[src/rtl/seu_harness_pkg.sv]
// Shared types and constants for the single-event-upset state harness.
package seu_harness_pkg;

   // Run sequencing: wait in IDLE, count down to the flip, watch the aftermath, report.
   typedef enum logic [1:0] {
      IDLE    = 2'd0,
      ARMED   = 2'd1,
      OBSERVE = 2'd2,
      DONE    = 2'd3
   } fsm_t;

   // Classification of a finished run; NONE means no run has completed since arm or reset.
   typedef enum logic [1:0] {
      NONE    = 2'd0,
      MASKED  = 2'd1,
      FAILURE = 2'd2,
      LATENT  = 2'd3
   } result_t;

   // Saturation value for counters; wide enough that any counter width can truncate it.
   localparam logic [63:0] CNT_SAT = '1;

endpackage

[src/rtl/scan_state_reg.sv]
// One copy of the harness state register: parallel load with an XOR upset mask, or serial shift.
module scan_state_reg #(
   parameter int W = 6
) (
   input  logic         clk,
   input  logic         rst,
   input  logic         en,
   input  logic         load,
   input  logic         shift,
   input  logic         sin,
   input  logic [W-1:0] d,
   input  logic [W-1:0] flip,
   output logic [W-1:0] q
);

   // Shift takes priority over load so the scan chain can preload without interference from the cone.
   always_ff @(posedge clk) begin
      if (rst) begin
         q <= '0;
      end else if (en) begin
         if (shift) begin
            q <= {q[W-2:0], sin};
         end else if (load) begin
            q <= d ^ flip;
         end
      end
   end

endmodule

[src/rtl/seu_state_harness.sv]
// Golden/faulty state harness: injects one bit flip into the faulty copy and classifies the outcome.
module seu_state_harness
   import seu_harness_pkg::*;
#(
   parameter int STATE_W = 6,
   parameter int PO_W    = 19,
   parameter int CNT_W   = 16,
   parameter int OBS_MAX = 1024
) (
   input  logic                       CK,
   input  logic                       CLR,
   input  logic                       en,
   input  logic [STATE_W-1:0]         ns_gold,
   input  logic [STATE_W-1:0]         ns_fault,
   input  logic [PO_W-1:0]            po_gold,
   input  logic [PO_W-1:0]            po_fault,
   output logic [STATE_W-1:0]         state_gold,
   output logic [STATE_W-1:0]         state_fault,
   input  logic                       scan_en,
   input  logic                       scan_in,
   output logic                       scan_out,
   input  logic                       inj_arm,
   input  logic [CNT_W-1:0]           inj_cycle,
   input  logic [$clog2(STATE_W)-1:0] inj_bit,
   output logic                       busy,
   output logic                       done,
   output logic [1:0]                 result,
   output logic                       inj_err,
   output logic [CNT_W-1:0]           mm_cnt,
   output logic [CNT_W-1:0]           first_mm
);

   localparam logic [CNT_W-1:0] SAT      = CNT_W'(CNT_SAT);
   localparam logic [CNT_W-1:0] OBS_LAST = CNT_W'(OBS_MAX - 1);

   fsm_t                       state_q;
   fsm_t                       state_d;
   result_t                    result_q;
   logic [CNT_W-1:0]           cyc;
   logic [CNT_W-1:0]           obs;
   logic [CNT_W-1:0]           inj_cyc_q;
   logic [$clog2(STATE_W)-1:0] inj_bit_q;
   logic                       do_shift;
   logic                       do_arm;
   logic                       do_flip;
   logic                       do_obs;
   logic                       exit_conv;
   logic                       exit_to;
   logic                       po_mis;
   logic                       converged;
   logic                       any_mm;
   logic [STATE_W-1:0]         flip_mask;

   assign po_mis    = (po_gold != po_fault);
   assign converged = (state_gold == state_fault) && !po_mis;
   assign any_mm    = (mm_cnt != '0) || po_mis;
   assign flip_mask = (do_flip && !inj_err) ? (STATE_W'(1) << inj_bit_q) : '0;

   assign busy     = (state_q == ARMED) || (state_q == OBSERVE);
   assign done     = (state_q == DONE);
   assign result   = result_q;
   assign scan_out = state_fault[STATE_W-1];

   scan_state_reg #(.W(STATE_W)) u_gold (
      .clk   (CK),
      .rst   (CLR),
      .en    (en),
      .load  (1'b1),
      .shift (do_shift),
      .sin   (scan_in),
      .d     (ns_gold),
      .flip  ({STATE_W{1'b0}}),
      .q     (state_gold)
   );

   scan_state_reg #(.W(STATE_W)) u_fault (
      .clk   (CK),
      .rst   (CLR),
      .en    (en),
      .load  (1'b1),
      .shift (do_shift),
      .sin   (scan_in),
      .d     (ns_fault),
      .flip  (flip_mask),
      .q     (state_fault)
   );

   // State register: clear aborts any run, a low enable freezes the sequence.
   always_ff @(posedge CK) begin
      if (CLR) begin
         state_q <= IDLE;
      end else if (en) begin
         state_q <= state_d;
      end
   end

   // Next-state decode and per-cycle strobes for the datapath; scan beats arm when both are requested.
   always_comb begin
      state_d   = state_q;
      do_shift  = 1'b0;
      do_arm    = 1'b0;
      do_flip   = 1'b0;
      do_obs    = 1'b0;
      exit_conv = 1'b0;
      exit_to   = 1'b0;
      case (state_q)
         IDLE: begin
            if (scan_en) begin
               do_shift = 1'b1;
            end else if (inj_arm) begin
               do_arm  = 1'b1;
               state_d = ARMED;
            end
         end
         ARMED: begin
            if (cyc == inj_cyc_q) begin
               do_flip = 1'b1;
               state_d = OBSERVE;
            end
         end
         OBSERVE: begin
            do_obs = 1'b1;
            if (converged) begin
               exit_conv = 1'b1;
               state_d   = DONE;
            end else if (obs == OBS_LAST) begin
               exit_to = 1'b1;
               state_d = DONE;
            end
         end
         DONE: begin
            state_d = IDLE;
         end
         default: begin
            state_d = IDLE;
         end
      endcase
   end

   // Run bookkeeping: latch the injection request, count cycles, record mismatches and the verdict.
   always_ff @(posedge CK) begin
      if (CLR) begin
         cyc       <= '0;
         obs       <= '0;
         inj_cyc_q <= '0;
         inj_bit_q <= '0;
         inj_err   <= 1'b0;
         mm_cnt    <= '0;
         first_mm  <= SAT;
         result_q  <= NONE;
      end else if (en) begin
         if (do_arm) begin
            inj_cyc_q <= inj_cycle;
            inj_bit_q <= inj_bit;
            inj_err   <= (int'(inj_bit) >= STATE_W);
            cyc       <= '0;
            mm_cnt    <= '0;
            first_mm  <= SAT;
            result_q  <= NONE;
         end
         if (state_q == ARMED) begin
            cyc <= cyc + 1'b1;
            obs <= '0;
         end
         if (do_obs) begin
            obs <= obs + 1'b1;
            if (po_mis) begin
               if (mm_cnt != SAT) begin
                  mm_cnt <= mm_cnt + 1'b1;
               end
               if (mm_cnt == '0) begin
                  first_mm <= obs;
               end
            end
            if (exit_conv) begin
               result_q <= any_mm ? FAILURE : MASKED;
            end else if (exit_to) begin
               result_q <= any_mm ? FAILURE : LATENT;
            end
         end
      end
   end

endmodule

[config.mk]
export PLATFORM = sky130hd
export DESIGN_NAME = seu_state_harness
export DESIGN_NICKNAME = d
export VERILOG_FILES = /design/src/rtl/seu_harness_pkg.sv /design/src/rtl/scan_state_reg.sv /design/src/rtl/seu_state_harness.sv
export SDC_FILE = /design/constraint.sdc
export NUM_CORES = 1
export LEC_CHECK = 0
export CAP_MARGIN = 20
export CORE_ASPECT_RATIO = 0.6
export CORE_MARGIN = 1.5
export CORE_UTILIZATION = 45
export CTS_BUF_LIST = sky130_fd_sc_hd__clkbuf_4 sky130_fd_sc_hd__clkbuf_8
export DETAILED_ROUTE_END_ITERATION = 10
export PLACE_DENSITY = 0.79
export SETUP_SLACK_MARGIN = 0.1
export SLEW_MARGIN = 20
export SYNTH_ARGS = -nofsm -noshare
export SYNTH_HDL_FRONTEND = slang
export SYNTH_SLANG_ARGS = --single-unit
[constraint.sdc]
create_clock -name CK -period 2.6 [get_ports CK]
set_input_delay 0.65 -clock CK [delete_from_list [all_inputs] [get_ports CK]]
set_output_delay 0.65 -clock CK [all_outputs]
set_load 0.01 [all_outputs]
==> reports/qor.csv, run 1 <==
stage,metric,value,unit
run_status,status,"complete, no violations",
synthesis,main combinational cell family by area after synthesis,simple AND/OR/NAND/NOR gates,
min_path,min-delay src,inj_cyc_q[13],
setup_path,reg-to-reg endpoint,mm_cnt[4],
power,LEAKAGE,2.30,nW
synthesis,Post-Syn Area,5100,sq um
routing,Pre-antenna DRT Iters,5,
clock_network,Root Buffer,clkbuf_8,
setup_path,CP required,2.91,ns
routing,"antenna viol nets, final",0,
synthesis,Async SR Flop Fraction,0,
floorplan,Die Width,140,um
synthesis,Yosys cell types,64,
setup_path,Worst R2R Path Depth,8,
setup_path,slowest cell delay on critical path,0.42,ns
grt,total track usage,0.238,
routing,WL per Instance,15.7,um
clock_network,clk sinks,100,
final_layout,P&R area growth vs syn,31.7,%
grt,first-pass GRT wire length,22700,um
synthesis,simple-gate share of the synthesized area,0.267,
power,register share of total power,0.511,
sta,RSZ-0062 raised after global routing,no,
sta,clk_skew,0.00982,ns
routing,DRC Markers,0,
power,Logic pwr share,0.155,
setup_path,Worst R2R Setup Slack,0.39,ns
placed_design,Setup WS pre-CTS,-0.127,ns
setup_path,Setup crit end kind,flop,
setup_path,worst-path fanout max,4,
floorplan,Initial Utilization,0.472,
clock_network,clk buf depth,2,
synthesis,XOR/XNOR share of the synthesized area,0.122,
clock_network,CTS HTree Levels,3,
floorplan,num rows,29,
clock_network,Post-CTS Hold Buffers,0,
grt,vias in the first global route,4643,
placed_design,Final Wtd Congestion,0.912,
sta,fin. max-slew vios,0,
synthesis,synth warn,0,
final_layout,Inserted Diodes,0,
power,internal power,2.30,mW
final_layout,Final Non-Filler Cells,877,
power,net switching power,0.841,mW
setup_path,"slowest stage cell, crit path",a211oi_1,
setup_path,worst-path cell chain,clkdlybuf4s50_1 -> xnor2_1 -> nand4_1 -> nor3_2 -> a31oi_1 -> a211oi_1 -> mux2i_1,
setup_path,r2r startpoint,mm_cnt[0],
floorplan,Die Height,85.5,um
clock_network,CTS tree,yes,
sta,Setup-failing EPs final,0,
sta,WHS,0.482,ns
synthesis,Seq cells post-synth,100,
synthesis,Adder-Cell Fraction of Synth Area,0.0221,
routing,via count,4942,
synthesis,Compound-Gate Fraction of Synth Area,0.152,
min_path,hold path depth,2,
final_layout,share of cells above drive strength 1,0.0813,
min_path,type of the worst min-delay path,reg2reg,
synthesis,Post-Syn Nets,696,
setup_path,CP Launch Type,input pin,
sta,period utilisation layout,0.882,
sta,Slew HR,0.547,
setup_path,Setup CP Type,in2reg,
placed_design,dpl cells,861,
synthesis,predominant post-synthesis flop cell,dfxtp_1,
sta,Final Hold Viols,0,
run,Max-Cap Viols,0,
power,total power,3.14,mW
synthesis,Post-synth EDFFs,0,
power,Max VDD drop,0.248,mV
sta,fin crit period,2.29,ns
placed_design,DPL Wire Length,10200,um
routing,via/cell ratio,5.64,
sta,Max Clk Rate,0.436,GHz
power,power per standard cell area,468,nW/um^2
clock_network,CTS Buf Count,9,
grt,antenna violations before repair,0,
power,share of power burned in the clock network,0.335,
setup_path,Worst Path Buf+Inv,1,
setup_path,CP Data Arrival Time,2.61,ns
setup_path,"CP delay by family, top",compound AO/OA/AOI/OAI gates,
floorplan,die area,12000,sq um
floorplan,Ports,125,
routing,Iter 0 DRT Violations,363,
sta,setup slack after layout,0.307,ns
synthesis,syn_area_per_cell,8.34,sq um
routing,final WL,13800,um
grt,GRT overflow,0,
synthesis,mux contribution to synthesized area,0.00417,
final_layout,# fillers,921,
power,Net Sw Frac,0.268,
placed_design,port bufs,124,
grt,pin count of the biggest net entering global routing,51,
sta,Worst Tran Pin Value,0.675,ns
floorplan,Core Region,10800,sq um
synthesis,Mapped Cells,612,
clock_network,clk_lat worst skew,0.38,ns
min_path,Hold EP,inj_cyc_q[13],
final_layout,Layout Nets,817,
clock_network,clock transition at the registers of the reported paths,0.09,ns
synthesis,"Seq/Total Area, Yosys",0.392,
-- sequential cells by signal (all words and copies together), names as in the netlist --
| name | cells |
|---|---|
| cyc | 16 |
| first_mm | 16 |
| inj_cyc_q | 16 |
| mm_cnt | 16 |
| obs | 16 |
| u_fault.q | 6 |
| u_gold.q | 6 |
| inj_bit_q | 3 |
| result | 2 |
| state_q | 2 |
| inj_err | 1 |
-- final cells by class --
cell class	instances	area, sq um	area share
clock inverters	6	68.8	0.0102
inverters	11	41.3	0.00614
well taps	139	174	0.0259
repair buffers	144	1400	0.208
multi-input cells	467	2900	0.431
clock buffers	10	138	0.0205
flip-flops and latches	100	2000	0.298
-- layout by cell type, fill, tap and decap left out, drive strengths merged, types with 3 or more instances in the layout --
| cell type | n |
|---|---|
| nor3 | 13 |
| clkinv | 3 |
| nand4 | 20 |
| xor2 | 25 |
| nor4 | 5 |
| xnor2 | 46 |
| or4 | 9 |
| or3 | 7 |
| nand3 | 28 |
| o211ai | 9 |
| nor2 | 53 |
| a21oi | 32 |
| nor4b | 5 |
| nand3b | 4 |
| and2 | 5 |
| a311oi | 8 |
| clkbuf | 10 |
| nor2b | 7 |
| and3 | 10 |
| a31oi | 8 |
| clkdlybuf4s50 | 122 |
| ha | 9 |
| o21ai | 27 |
| buf | 21 |
| inv | 12 |
| dfxtp | 100 |
| o22a | 16 |
| nand2 | 97 |
-- routing by layer --
layer / wire length, um / share of wire / up-vias / global-route usage
met3: 1210 / 0.088 / 13 / 0.0728
met5: 0 / 0 / - / 0
met1: 6600 / 0.48 / 2302 / 0.331
li1: - / - / 2400 / -
met2: 5840 / 0.42 / 227 / 0.369
met4: 102 / 0.0074 / 0 / 0.0407
-- per-stage QoR --
step                      instance area (sq um)  setup TNS (ns)   util
final                                      6720               0  0.622
after global routing                       6720               0  0.622
after CTS                                  6720               0  0.621
after detailed placement                   6510           -5.26  0.602
after global placement                     6510          -0.962  0.602
after floorplan                            5100               0      -
-- Yosys cell counts, drive strengths merged, types with 10 or more instances --
cell | instances | area, sq um
dfxtp | 100 | 2000
nand2 | 97 | 367
nor2 | 53 | 201
xnor2 | 46 | 403
a21oi | 32 | 160
nand3 | 28 | 145
o21ai | 27 | 135
xor2 | 25 | 219
clkbuf | 22 | 83.8
nand4 | 20 | 125
o22a | 16 | 148
nor3 | 13 | 70.1
buf | 11 | 70.1
and3 | 10 | 67.6
inv | 10 | 37.5
-- worst min-delay path: cells and delay by family, from the launching register on --
family,cells,cell delay [ns]
simple gates,1,0.06
flops,1,0.33
compound gates,1,0.05
-- logic make-up (layout without fill, tap and decap cells) --
kind of cell,count (synthesis),in the layout
flip-flops,100,100
XOR/XNOR,71,71
adder cells (fa/ha/maj),9,9
multiplexers,2,2
buffers and inverters,45,171
AO/OA/AOI/OAI,114,114
AND/OR/NAND/NOR,271,271
-- how the worst max path moves through the flow --
stage / from / endpoint / depth (start not counted)
3_5_place_dp: po_fault[9] / first_mm[2] / 7
4_1_cts: en / cyc[14] / 6
5_1_grt: po_fault[9] / state_q[1] / 7
2_1_floorplan: en / first_mm[5] / 8
6_report: po_fault[9] / state_q[1] / 7
3_3_place_gp: po_fault[9] / first_mm[4] / 7
-- power groups by stage --
stage          logic, mW  registers (mW)  clock network, mW
6_report           0.486            1.60               1.05
5_1_grt            0.528            1.61               1.13
4_1_cts            0.486            1.60               1.07
3_5_place_dp       0.484            1.64                  0
3_3_place_gp       0.470            1.64                  0
2_1_floorplan      0.239            1.64                  0
-- what timing repair did --
item                                    CTS  global route
endpoints found under the setup margin    1            16
gates resized for setup                   2             1
setup buffers                             0             0
No activity file was read; power rests on OpenSTA's default activity.
==> run 2, diff against run 1 <==
Settings changed: MAX_ROUTING_LAYER from default to met4, SLEW_MARGIN 20 to 15.
==> run 2 against run 1 <==
  * Total power is 0.21% lower
  * Critical path depth is 4 lower
  * Clock power hardly changed
  * Clock-buffer cell count stayed put
  * Register-to-register slack hardly changed
  * Hold slack worse by 0.0037 ns
  * Cell count is 0.11% lower
  * Via count is 1.7% lower
  * Sequential power hardly changed
  * Clock skew is 0.0013 ns lower
  * Combinational power is 0.8% higher
  * Critical endpoint is now busy
  * Highest routed layer unchanged
==> reports/qor.csv, run 2 (synthesis gave the netlist of run 1 again) <==
stage,metric,value,unit
final_layout,share of cells above drive strength 1,0.0801,
clock_network,Root Buffer,clkbuf_8,
setup_path,CP required,1.95,ns
min_path,Hold EP,inj_cyc_q[12],
sta,WHS,0.478,ns
sta,RSZ-0062 raised after global routing,no,
floorplan,Die Width,140,um
routing,via/cell ratio,5.55,
setup_path,CP Data Arrival Time,1.76,ns
clock_network,clk buf depth,2,
floorplan,Ports,125,
sta,Final Hold Viols,0,
placed_design,DPL Wire Length,10100,um
setup_path,Worst R2R Path Depth,6,
sta,fin. max-slew vios,0,
final_layout,"commonest non-fill, non-tap cell in the layout",clkdlybuf4s50_1,
clock_network,CTS Buf Count,9,
clock_network,Post-CTS Setup Repair Bufs,0,
clock_network,clk sinks,100,
sta,period utilisation layout,0.927,
clock_network,clock transition at the registers of the reported paths,0.10,ns
placed_design,Final Wtd Congestion,0.874,
power,total power,3.14,mW
clock_network,clk_lat worst skew,0.37,ns
run,Max-Cap Viols,0,
placed_design,port bufs,124,
setup_path,r2r startpoint,mm_cnt[0],
sta,Slew HR,0.553,
grt,GRT overflow,0,
floorplan,die area,12000,sq um
placed_design,Setup WS pre-CTS,-0.126,ns
grt,antenna violations before repair,0,
floorplan,num rows,29,
power,power per standard cell area,466,nW/um^2
routing,Iter 0 DRT Violations,309,
floorplan,Die Height,85.5,um
routing,final WL,13600,um
grt,first-pass GRT wire length,22500,um
sta,fin crit period,2.41,ns
setup_path,CP Launch Type,flop,
min_path,hold path depth,2,
final_layout,most frequent cells in the layout,"clkdlybuf4s50_1 (123), dfxtp_1 (100), nand2_1 (95), nor2_1 (52), xnor2_1 (46)",
power,LEAKAGE,2.29,nW
grt,total track usage,0.242,
clock_network,CTS tree,yes,
sta,setup slack after layout,0.190,ns
grt,pin count of the biggest net entering global routing,51,
setup_path,Setup crit end kind,primary output,
run_status,status,"complete, no violations",
sta,Worst Tran Pin Value,0.667,ns
final_layout,P&R area growth vs syn,31.8,%
min_path,min-delay src,inj_cyc_q[12],
sta,Max Clk Rate,0.415,GHz
final_layout,Layout Nets,816,
setup_path,reg-to-reg endpoint,mm_cnt[8],
min_path,type of the worst min-delay path,reg2reg,
setup_path,worst-path fanout max,4,
floorplan,Core Region,10800,sq um
sta,Setup-failing EPs final,0,
grt,vias in the first global route,4615,
setup_path,Setup CP Type,reg2out,
setup_path,Worst R2R Setup Slack,0.40,ns
routing,via count,4860,
routing,DRC Markers,0,
routing,Pre-antenna DRT Iters,7,
floorplan,Initial Utilization,0.472,
final_layout,Inserted Diodes,0,
power,Max VDD drop,0.278,mV
routing,WL per Instance,15.5,um
sta,clk_skew,0.00848,ns
clock_network,CTS HTree Levels,3,
routing,"antenna viol nets, final",0,
[run 2: worst max path at each step]
stage / startpoint / endpoint / slack [ns]
2_1_floorplan: en / first_mm[5] / 0.43
3_3_place_gp: po_fault[9] / first_mm[4] / -0.07
3_5_place_dp: po_fault[9] / first_mm[1] / -0.13
4_1_cts: state_q[0] / busy / 0.16
5_1_grt: state_q[0] / busy / 0.12
6_report: state_q[0] / busy / 0.19
[run 2: where the power goes]
group / internal [mW] / total [mW] / switching (mW)
combinational: 0.260 / 0.490 / 0.230
clock: 0.480 / 1.04 / 0.562
sequential: 1.57 / 1.60 / 0.0376
total: 2.31 / 3.14 / 0.829
[run 2: what timing repair did]
item	CTS	global route
hold buffers	0	0
hold endpoints to repair	0	0
endpoints found under the setup margin	1	5
pin swaps	0	0
gates resized for setup	2	1
[run 2: critical path, stage by stage, from the launching register on]
cell             delay, ns
dfxtp_1               0.40
inv_1                 0.13
ha_4                  0.32
clkdlybuf4s50_1       0.54
[run 2: layout make-up]
cell class,instances,area (sq um)
multi-input combinational,467,2910
inverter,11,41.3
clock inverter,6,68.8
clock buffer,10,138
tap,139,174
sequential,100,2000
timing repair buffer,143,1390
fill,925,4090
[run 2: per-stage QoR]
stage / TNS, ns / util / instance area, sq um / instances
after global routing: 0 / 0.622 / 6720 / 876
after CTS: 0 / 0.622 / 6720 / 876
after global placement: -1.25 / 0.601 / 6500 / 860
after floorplan: 0 / - / 5100 / 612
final: 0 / 0.622 / 6720 / 876
after detailed placement: -4.18 / 0.601 / 6500 / 860
[run 2: routing by layer]
| metal | vias to the layer above | track usage | share of wire |
|---|---|---|---|
| met5 | - | - | 0 |
| met4 | 0 | 0.0398 | 0.0025 |
| met3 | 2 | 0.0756 | 0.091 |
| met2 | 220 | 0.365 | 0.43 |
| met1 | 2244 | 0.323 | 0.48 |
| li1 | 2394 | - | - |
==> run 3, diff against run 2 <==
Settings changed: CORE_ASPECT_RATIO 0.6 to 1.1.
==> run 3 against run 2 <==
  * Total power increased by 0.29%
  * Register-to-register slack better by 0.03 ns
  * Non-clock buffer count is 8 higher
  * Maximum frequency up 8.3%
  * Via count rose by 0.66%
  * Global-route usage shrank 0.93 points
  * Combinational power fell by 2%
  * Clock skew rose by 0.0054 ns
==> reports/qor.csv, run 3 (synthesis gave the netlist of run 1 again) <==
stage,metric,value,unit
final_layout,P&R area growth vs syn,32.9,%
floorplan,die area,12000,sq um
final_layout,"commonest non-fill, non-tap cell in the layout",clkdlybuf4s50_1,
power,Max VDD drop,0.362,mV
final_layout,# fillers,924,
routing,"antenna viol nets, final",0,
routing,DRC Markers,0,
placed_design,Final Wtd Congestion,0.901,
sta,Worst Tran Pin Value,0.580,ns
placed_design,dpl cells,876,
placed_design,DPL Wire Length,9900,um
min_path,min-delay src,inj_cyc_q[6],
min_path,type of the worst min-delay path,reg2reg,
power,power per standard cell area,464,nW/um^2
sta,WHS,0.482,ns
setup_path,Setup CP Type,reg2out,
setup_path,worst-path cell chain,inv_1 -> ha_1 -> dlygate4sd2_1,
setup_path,r2r startpoint,mm_cnt[8],
clock_network,Root Buffer,clkbuf_8,
sta,RSZ-0062 raised after global routing,no,
setup_path,reg-to-reg endpoint,first_mm[4],
clock_network,CTS HTree Levels,3,
routing,Pre-antenna DRT Iters,7,
floorplan,Ports,125,
sta,clk_skew,0.0138,ns
sta,Setup-failing EPs final,0,
setup_path,slowest cell delay on critical path,0.41,ns
routing,met2 WL,6470,um
clock_network,clock transition at the registers of the reported paths,0.11,ns
placed_design,dpl cell area,6560,sq um
sta,setup slack after layout,0.375,ns
floorplan,Die Height,115,um
final_layout,Final Non-Filler Cells,892,
final_layout,Layout Nets,824,
setup_path,"slowest stage cell, crit path",dfxtp_1,
sta,fin. max-slew vios,0,
final_layout,most frequent cells in the layout,"clkdlybuf4s50_1 (122), dfxtp_1 (100), nand2_1 (96), nor2_1 (52), xnor2_1 (46)",
sta,setup TNS,0,ns
clock_network,Post-CTS Setup Repair Bufs,0,
clock_network,CTS tree,yes,
clock_network,CTS Buf Count,9,
routing,via count,4892,
grt,GRT overflow,0,
min_path,Hold EP,inj_cyc_q[6],
final_layout,"Core Util, Final",0.618,
routing,met3 WL post-DR,896,um
sta,period utilisation layout,0.856,
setup_path,Setup crit start,state_q[0],
power,LEAKAGE,2.34,nW
routing,WL per Instance,14.9,um
routing,via/cell ratio,5.48,
clock_network,clk buf depth,2,
routing,final WL,13300,um
grt,first-pass GRT wire length,22100,um
grt,vias in the first global route,4791,
clock_network,Post-CTS Hold Buffers,0,
floorplan,Die Width,105,um
sta,Max Clk Rate,0.450,GHz
routing,uppermost layer routed,met4,
grt,antenna violations before repair,0,
setup_path,CP Data Arrival Time,1.57,ns
floorplan,num rows,40,
placed_design,port bufs,124,
routing,M1 WL,5680,um
placed_design,Setup WS pre-CTS,-0.00585,ns
grt,total track usage,0.232,
final_layout,share of cells above drive strength 1,0.0872,
setup_path,Setup crit end kind,primary output,
setup_path,CP Launch Type,flop,
final_layout,design area,6780,sq um
setup_path,Worst R2R Path Depth,6,
run_status,status,"complete, no violations",
final_layout,Inserted Diodes,0,
routing,Iter 0 DRT Violations,241,
power,total power,3.14,mW
setup_path,worst-path fanout max,4,
floorplan,Initial Utilization,0.465,
min_path,hold path depth,2,
sta,Slew HR,0.610,
grt,pin count of the biggest net entering global routing,39,
clock_network,clk_lat worst skew,0.38,ns
sta,Final Hold Viols,0,
setup_path,CP required,1.95,ns
setup_path,Worst R2R Setup Slack,0.43,ns
floorplan,Core Region,11000,sq um
clock_network,clk sinks,100,
run,Max-Cap Viols,0,
sta,fin crit period,2.22,ns
==> run 3: cell types whose count changed in the layout (fill, tap and decap cells not counted), sizes merged <==
cell           before  now
buf                20   28
clkinvlp            1    0
clkdlybuf4s50     123  122
inv                13   12
clkinv              2    5
dlygate4sd2         0    1
clkbuf             10    9
==> run 3: layout make-up <==
class	count	area, sq um	share of cell area
timing repair buffer	151	1440	0.212
inverter	11	41.3	0.00609
clock inverter	7	95.1	0.0140
clock buffer	9	124	0.0183
tap	147	184	0.0271
multi-input combinational	467	2890	0.427
sequential	100	2000	0.295
==> run 3: how the worst max path moves through the flow <==
stage / slack (ns) / to
floorplan: 0.43 / first_mm[5]
global placement: 0.09 / first_mm[4]
detailed placement: -0.006 / state_q[1]
CTS: 0.36 / busy
global route: 0.25 / state_q[1]
finish: 0.38 / busy
==> run 3: worst max-delay path: cells and delay by family (launching register included) <==
kind / cells / cell delay (ns)
buf+inv: 2 / 0.43
flops: 1 / 0.41
fa+ha+maj: 1 / 0.36
==> run 3: layer usage <==
layer | vias up | global-route usage
met3 | 23 | 0.0529
li1 | 2409 | -
met1 | 2265 | 0.267
met4 | 0 | 0.0870
met5 | - | -
met2 | 195 | 0.397
==> run 3: power by group <==
part           total (mW)  internal [mW]  switching, mW
registers            1.60           1.57         0.0364
logic               0.482          0.257          0.225
clock network        1.06          0.471          0.588
==> run 3: timing repair <==
action                                 CTS  global route
resized for setup                        1             0
endpoints found under the hold margin    0             0
setup endpoints to repair                1             0
